[src/rtl/relay_tx.sv]
// rtl/relay_tx.sv - relay link transmitter: framed MSB-first serialiser behind a one-byte holding register
// Build option: RELAY_TX_PARITY_EN appends an odd-parity bit to every data byte.
module relay_tx #(
  parameter int DIV_LOG2 = 4,
  parameter int GAP_BITS = 8
) (
  input  logic       clk,
  input  logic       rst_n,
  input  logic [2:0] hi_simulate_mod_type,
  input  logic [7:0] tx_data,
  input  logic       tx_valid,
  input  logic       tx_last,
  output logic       tx_ready,
  output logic       data_out,
  output logic       busy,
  output logic       underrun,
  output logic       frame_done
);
  localparam logic [2:0] MODE_READER = 3'b101;
  localparam logic [2:0] MODE_TAG    = 3'b110;
`ifdef RELAY_TX_PARITY_EN
  localparam logic [7:0] BYTE_LAST = 8'd8;
`else
  localparam logic [7:0] BYTE_LAST = 8'd7;
`endif
  localparam logic [7:0] GAP_LAST = 8'(GAP_BITS - 1);

  typedef enum logic [2:0] {S_IDLE, S_START, S_DATA, S_END, S_GAP} state_t;

  state_t              state;
  logic [DIV_LOG2-1:0] div_cnt;
  logic [7:0]          bit_idx;
  logic                reader_q;
  logic [7:0]          byte_q;
  logic                byte_last_q;
  logic [7:0]          hold_data;
  logic                hold_last;
  logic                hold_full;

  logic       enabled;
  logic       tick;
  logic       accept;
  logic       cur_bit;
  logic [7:0] start_mark;
  logic [15:0] end_mark;
  logic [7:0] end_last;

  assign enabled    = (hi_simulate_mod_type == MODE_READER) || (hi_simulate_mod_type == MODE_TAG);
  assign tick       = &div_cnt;
  // Gated by rst_n so the handshake is also quiet while reset is held.
  assign tx_ready   = rst_n && enabled && !hold_full && (state != S_END) && (state != S_GAP);
  assign accept     = tx_valid && tx_ready;
  assign busy       = (state != S_IDLE);
  assign start_mark = reader_q ? 8'hc0 : 8'hf0;
  assign end_mark   = reader_q ? 16'hc000 : 16'h0000;
  assign end_last   = reader_q ? 8'd15 : 8'd7;

  always_comb begin
    cur_bit = 1'b0;
    case (state)
      S_START: cur_bit = start_mark[~bit_idx[2:0]];
`ifdef RELAY_TX_PARITY_EN
      S_DATA:  cur_bit = bit_idx[3] ? ~^byte_q : byte_q[~bit_idx[2:0]];
`else
      S_DATA:  cur_bit = byte_q[~bit_idx[2:0]];
`endif
      S_END:   cur_bit = end_mark[~bit_idx[3:0]];
      default: cur_bit = 1'b0;
    endcase
  end

  // data_out is the registered copy of cur_bit, so each bit lags its state by one edge.
  always_ff @(posedge clk or negedge rst_n) begin
    if (!rst_n) begin
      state       <= S_IDLE;
      div_cnt     <= '0;
      bit_idx     <= '0;
      reader_q    <= 1'b0;
      byte_q      <= '0;
      byte_last_q <= 1'b0;
      hold_data   <= '0;
      hold_last   <= 1'b0;
      hold_full   <= 1'b0;
      data_out    <= 1'b0;
      underrun    <= 1'b0;
      frame_done  <= 1'b0;
    end else if (!enabled) begin
      state      <= S_IDLE;
      div_cnt    <= '0;
      bit_idx    <= '0;
      hold_full  <= 1'b0;
      data_out   <= 1'b0;
      frame_done <= 1'b0;
    end else begin
      data_out   <= cur_bit;
      frame_done <= 1'b0;
      div_cnt    <= (state == S_IDLE) ? '0 : div_cnt + DIV_LOG2'(1);
      if (tick && state != S_IDLE) bit_idx <= bit_idx + 8'd1;
      if (accept) begin
        hold_data <= tx_data;
        hold_last <= tx_last;
        hold_full <= 1'b1;
      end
      case (state)
        S_IDLE: if (hold_full) begin
          state    <= S_START;
          bit_idx  <= '0;
          reader_q <= (hi_simulate_mod_type == MODE_READER);
          underrun <= 1'b0;
        end
        S_START: if (tick && bit_idx == 8'd7) begin
          state       <= S_DATA;
          bit_idx     <= '0;
          byte_q      <= hold_data;
          byte_last_q <= hold_last;
          hold_full   <= 1'b0;
        end
        S_DATA: if (tick && bit_idx == BYTE_LAST) begin
          bit_idx <= '0;
          if (byte_last_q) begin
            state <= S_END;
          end else if (hold_full) begin
            byte_q      <= hold_data;
            byte_last_q <= hold_last;
            hold_full   <= 1'b0;
          end else begin
            underrun <= 1'b1;
            state    <= S_END;
          end
        end
        S_END: if (tick && bit_idx == end_last) begin
          state   <= S_GAP;
          bit_idx <= '0;
        end
        S_GAP: if (tick && bit_idx == GAP_LAST) begin
          state      <= S_IDLE;
          bit_idx    <= '0;
          frame_done <= 1'b1;
        end
        default: state <= S_IDLE;
      endcase
    end
  end
endmodule
[config.mk]
export PLATFORM = sky130hd
export DESIGN_NAME = relay_tx
export DESIGN_NICKNAME = d
export VERILOG_FILES = /design/src/rtl/relay_tx.sv
export SDC_FILE = /design/constraint.sdc
export NUM_CORES = 1
export LEC_CHECK = 0
export ABC_CLOCK_PERIOD_IN_PS = 2400
export BUFFER_PORTS_ARGS = -buffer_cell sky130_fd_sc_hd__buf_2
export CORE_MARGIN = 2
export CORE_UTILIZATION = 35
export DETAILED_ROUTE_END_ITERATION = 6
export GPL_TIMING_DRIVEN = 0
export SETUP_SLACK_MARGIN = 0.2
export SLEW_MARGIN = 15
export SYNTH_ARGS = -nofsm -noshare
export SYNTH_HDL_FRONTEND = slang
export SYNTH_SLANG_ARGS = --single-unit
[constraint.sdc]
create_clock -name clk -period 2.4 [get_ports clk]
set_clock_uncertainty 0.2 [all_clocks]
set_input_delay 0.48 -clock clk [delete_from_list [all_inputs] [get_ports clk]]
set_output_delay 0.48 -clock clk [all_outputs]
set_load 0.02 [all_outputs]
==> After elaboration in Yosys (flattened, before gate mapping) <==
Cells that the tools add are included.
{ "classes": {"n_mul": 0, "n_mux": 53, "bitwise": 2, "n_lt_le_gt_ge": 2, "n_shift": 0, "n_div": 0, "n_reduce_logical": 22, "n_eq_ne": 22, "addsub": 2} }
{ "op_table": {"columns": ["operator", "count"], "rows": [
  ["$mux 8", 9],
  ["$mux 3", 8],
  ["$pmux 8 s3", 1],
  ["$mux 1", 21],
  ["$ne 3x3->1 const B", 6],
  ["$reduce_and 6->1", 3],
  ["$mux 16", 1],
  ["$pmux 8 s2", 1],
  ["$pmux 3 s5", 1],
  ["$mux 4", 3],
  ["$ne 2x2->1 const B", 6],
  ["$eq 3x3->1 const B", 3],
  ["$add 8x1->8 const B", 1],
  ["$eq 8x3->1 const B", 1],
  ["$eq 8x4->1", 1],
  ["$logic_and 1x1->1", 8],
  ["$reduce_and 4->1", 2],
  ["$bmux 1 s3", 2],
  ["$eq 3x2->1 const B", 2],
  ["$mux 6", 1],
  ["$pmux 1 s2", 3],
  ["$lt 4x5->1 const B", 1],
  ["$add 4x1->4 const B", 1],
  ["$bmux 1 s4", 1],
  ["other kinds (15)", 16]
]} }
{ "word_totals": {"romBits": 0, "input_bits": 15, "latchBits": 0, "output_inout_bits": 5, "elab_cells": 115, "regBits": 38, "memories": 0, "ram_bits": 0} }

==> Logic depth before layout (Yosys ltp) <==
{ "logic_depth": {"ltp_word": 13, "ltp_mapped": 6, "mapped_depth_nobuf": 6} }

==> Worst setup path after synthesis <==
Ideal clock, no wire load.
{ "synth_timing": {"path_type": "input-to-reg", "from": "in hi_simulate_mod_type[1]", "to": "reg hold_data[0]", "n_path_buf": 0, "arrival_time_ns": 2.106, "required_ns": 2.075, "path_stages": 5, "path_slack_ns": -0.031, "setup_ns": 0.125, "cell_sequence": "xor2_1 > nand2_1 > nor3b_1 > nand2_1 > mux2_2"} }
{ "synth_between": {"elab_chain_len": 8, "elab_cells_between_ends": 9, "cone_classes": "2 x eq/ne; 7 x reduce/logical"} }
{ "synth_rtl": {"columns": ["element", "line", "text"], "rows": [
  ["from (decl)", "9", "input logic [2:0] hi_simulate_mod_type,"],
  ["$eq 3x3->1", "48", "assign enabled = (hi_simulate_mod_type == MODE_READER) || (hi_simulate_mod_type == MODE_TAG);"],
  ["$logic_or 1x1->1 (*)", "48", null],
  ["$logic_and 1x1->1 (*) (4 in a row)", "51", "assign tx_ready = rst_n && enabled && !hold_full && (state != S_END) && (state != S_GAP);"],
  ["named net tx_ready", "13", "output logic tx_ready,"],
  ["$logic_and 1x1->1 (*)", "52", "assign accept = tx_valid && tx_ready;"],
  ["$reduce_and 2->1 (no source line) (*)", null, null],
  ["to (signal assigned)", "100", "hold_data <= tx_data;"],
  ["to (decl)", "36", "logic [7:0] hold_data;"]
]} }
The timed path passes the listed nets; every way through them passes the cells marked *.
A chain may end at the register's enable or synchronous reset.

==> Worst setup path after layout <==
{ "layout_timing": {"from": "reg bit_idx[7]", "to": "reg bit_idx[5]"} }
{ "layout_between": {"elab_chain_len": 5, "elab_cells_between_ends": 8, "cone_classes": "2 x eq/ne; 4 x mux; 2 x reduce/logical"} }
{ "layout_rtl": {"columns": ["element", "line", "text"], "rows": [
  ["from (decl)", "32", "logic [7:0] bit_idx;"],
  ["from (signal assigned)", "98", "if (tick && state != S_IDLE) bit_idx <= bit_idx + 8'd1;"],
  ["$eq 8x3->1 / $eq 8x4->1 (equally long branches)", null, null],
  ["$logic_and 1x1->1 (on tied branches)", null, null],
  ["$mux 8 (on tied branches)", null, null],
  ["$pmux 8 s3 (*)", "104", "case (state)"],
  ["$mux 8 (*)", "87", "end else if (!enabled) begin"]
]} }
Mark *: on every way between the ends. The rest lies on a longest branch, timed or not.

==> out/metrics.csv <==
metric,value,unit
dr.pass1.iters,4,
use_met2,22.8,%
async_reset_ff_share,100,%
grt_overflow,0,
synth_flop_cell,dfrtp_1,
die_h,78.8,um
port_buffers,19,
post-route-period-util,94.6,%
finalHoldViolCount,0,
grt_pass1_vias,1426,
use_met1,19.8,%
syn_avg_cell_area,11.3,um2
synth_area,1960,um2
r2r_cells,5,
final_cell_mix,"dfrtp_1 (35), buf_2 (17), mux2_2 (16)",
critical_path_class,reg -> reg,
grt_max_degree,39,
drt_iter0_drc,98,
final_common_cell,dfrtp_1,
setup_ws,0.130,ns
whs_path_depth,2,
crit_arrival,2.22,ns
start_util,36.0,%
cap_violations,0,
syn_inst,173,
place_congestion,0.873,
rsz0062_at_grt,true,
synth_top_area_share,48.6,%
clock_path_buffers,2,
vias,1451,
hpwl,2630,um
wire_per_inst,14.5,um
yosysTopAreaCell,dfrtp_1,
status,completed,
synth_edf_count,0,
mappedNetlistNets,190,
ys_seq_area_share,48.6,%
fin_nets,226,
startpoint_type,flip-flop,
wirelength,4090,um
routed_via_density,5.15,
cp_max_fo,7,
die_area,6200,um2
min_period,2.27,ns
synthTopCellsByArea,"dfrtp_1 (49%), mux2_2 (9.8%), nor3_1 (2.8%)",
yosys_warnings,0,
grt_pass1_wl,7120,um
power.density,534,nW/um2
busiest_layer,met2,
diodes,0,
slew_headroom,52.8,%
cts_max_level,2,
drc_errors,0,
utilization,44.7,%
placedCellCount,264,
setup_viol,0,
place_ws,-0.260,ns
drive_above_1_share,40.5,%
endpoint_kind,flip-flop,
cts.clk_slew.worst_paths,0.08,ns
tightest_slew,0.707,ns
slew_violations,0,
row_count,27,
cts_buffers,5,
core-area,5440,um2
area_growth,24.2,%
synth.distinct_cells,48,
cts.sinks,38,
clk_latency,0.29,ns
hold_path.class,in -> reg,
instances_no_fill,282,
max_freq,0.441,GHz
die_w,78.8,um
p_leak,1.05,nW
design.portCount,20,
cts_root_buffer,clkbuf_8,
antenna_found_initial,0,
grt_use_met3,4.09,%
required,2.35,ns
ys_ff_latch,38,
cts_tree,done,
ant_nets,0,
peakVddDrop,0.396,mV
gr-usage-all-layers,14.8,%
-- layout make-up --
type / instances / area (um2)
well taps: 72 / 90.1
plain buffers: 6 / 55.1
clock inverters: 2 / 16.3
flip-flops and latches: 38 / 955
clock buffers: 6 / 82.6
inverters: 5 / 18.8
multi-input cells: 124 / 1020
repair buffers: 29 / 190
fillers: 517 / 3010
-- worst max-delay path, stage by stage, from the launching register on --
cell and delay, ns:
dfrtp_1 0.40, or4_4 0.58, or4_4 0.46, a21oi_4 0.20, o21a_4 0.24, nor3_2 0.06
-- repair_timing --
action                                 CTS  global route
setup buffers                            5             3
resized for setup                       18             6
setup endpoints to repair               31            31
hold buffers                             2             0
gates cloned                             0             0
pin swaps                               12             4
endpoints found under the hold margin   38             0
-- kinds of logic (layout without fill, tap and decap cells) --
| family | count (synthesis) | count (layout) | synth area share, % |
|---|---|---|---|
| DFF | 38 | 38 | 48.6 |
| muxes | 21 | 21 | 13.1 |
| xor gates and xnor gates | 12 | 12 | 5.37 |
| and+or+nand+nor | 62 | 62 | 17.5 |
| buffers and inverters | 11 | 48 | 3.39 |
| adders and majority gates | 2 | 2 | 1.28 |
| AOI/OAI and AO/OA | 27 | 27 | 10.7 |
-- registers in the layout (all words and copies together) (netlist names) --
name	cells
bit_idx	8
byte_q	8
hold_data	8
div_cnt	4
state	3
byte_last_q	1
data_out	1
frame_done	1
hold_full	1
hold_last	1
reader_q	1
underrun	1
-- metal layers --
| metal | wire length [um] | part of all wire [%] | up-vias |
|---|---|---|---|
| met5 | 0 | 0 | - |
| met4 | 65 | 1.6 | 0 |
| met3 | 200 | 4.9 | 9 |
| met2 | 1890 | 46 | 31 |
| met1 | 1930 | 47 | 709 |
| li1 | - | - | 702 |
-- report_power, final --
part / leakage, nW / total [mW] / switching [mW] / internal [mW]
Combinational: 0.498 / 0.112 / 0.0561 / 0.0564
Clock: 0.0478 / 0.480 / 0.244 / 0.237
Sequential: 0.502 / 0.706 / 0.0226 / 0.684
Total: 1.05 / 1.30 / 0.322 / 0.976
-- worst paths after layout --
kind	slack (ns)	startpoint	endpoint
min in group asynchronous	0.56	rst_n	reader_q$_DFFE_PN0P_
hold reg to reg	0.26	div_cnt[0]$_DFF_PN0_	div_cnt[0]$_DFF_PN0_
hold / removal	0.20	hi_simulate_mod_type[1]	reader_q$_DFFE_PN0P_
max in group asynchronous	1.24	rst_n	bit_idx[1]$_DFF_PN0_
setup / recovery	0.13	bit_idx[7]$_DFF_PN0_	bit_idx[5]$_DFF_PN0_
setup reg to reg	0.13	bit_idx[7]$_DFF_PN0_	bit_idx[5]$_DFF_PN0_
-- stage by stage --
stage	total power [mW]	hold WS [ns]	TNS, ns	instance area [um2]
finish	1.30	0.205	0	2430
global route	1.36	0.205	0	2430
CTS	1.31	0.204	0	2390
detailed placement	0.822	0.258	-3.02	2150
global placement	0.820	0.256	-3.02	2150
floorplan	0.776	-0.0156	0	1960
-- cells in the mapped netlist, types with 2 or more instances --
| master | n |
|---|---|
| xnor2_1 | 6 |
| or4_4 | 2 |
| inv_1 | 5 |
| nor3_1 | 11 |
| clkbuf_1 | 2 |
| buf_6 | 2 |
| nor3b_1 | 2 |
| mux2_2 | 17 |
| nand2_1 | 12 |
| ha_1 | 2 |
| mux4_2 | 2 |
| a21oi_1 | 3 |
| a41oi_1 | 2 |
| nand3_1 | 10 |
| o21ai_0 | 8 |
| mux2i_1 | 2 |
| nor2_1 | 10 |
| and3_1 | 3 |
| dfrtp_1 | 38 |
| xor2_1 | 6 |
Note: power is estimated with default switching activity, not from simulation.
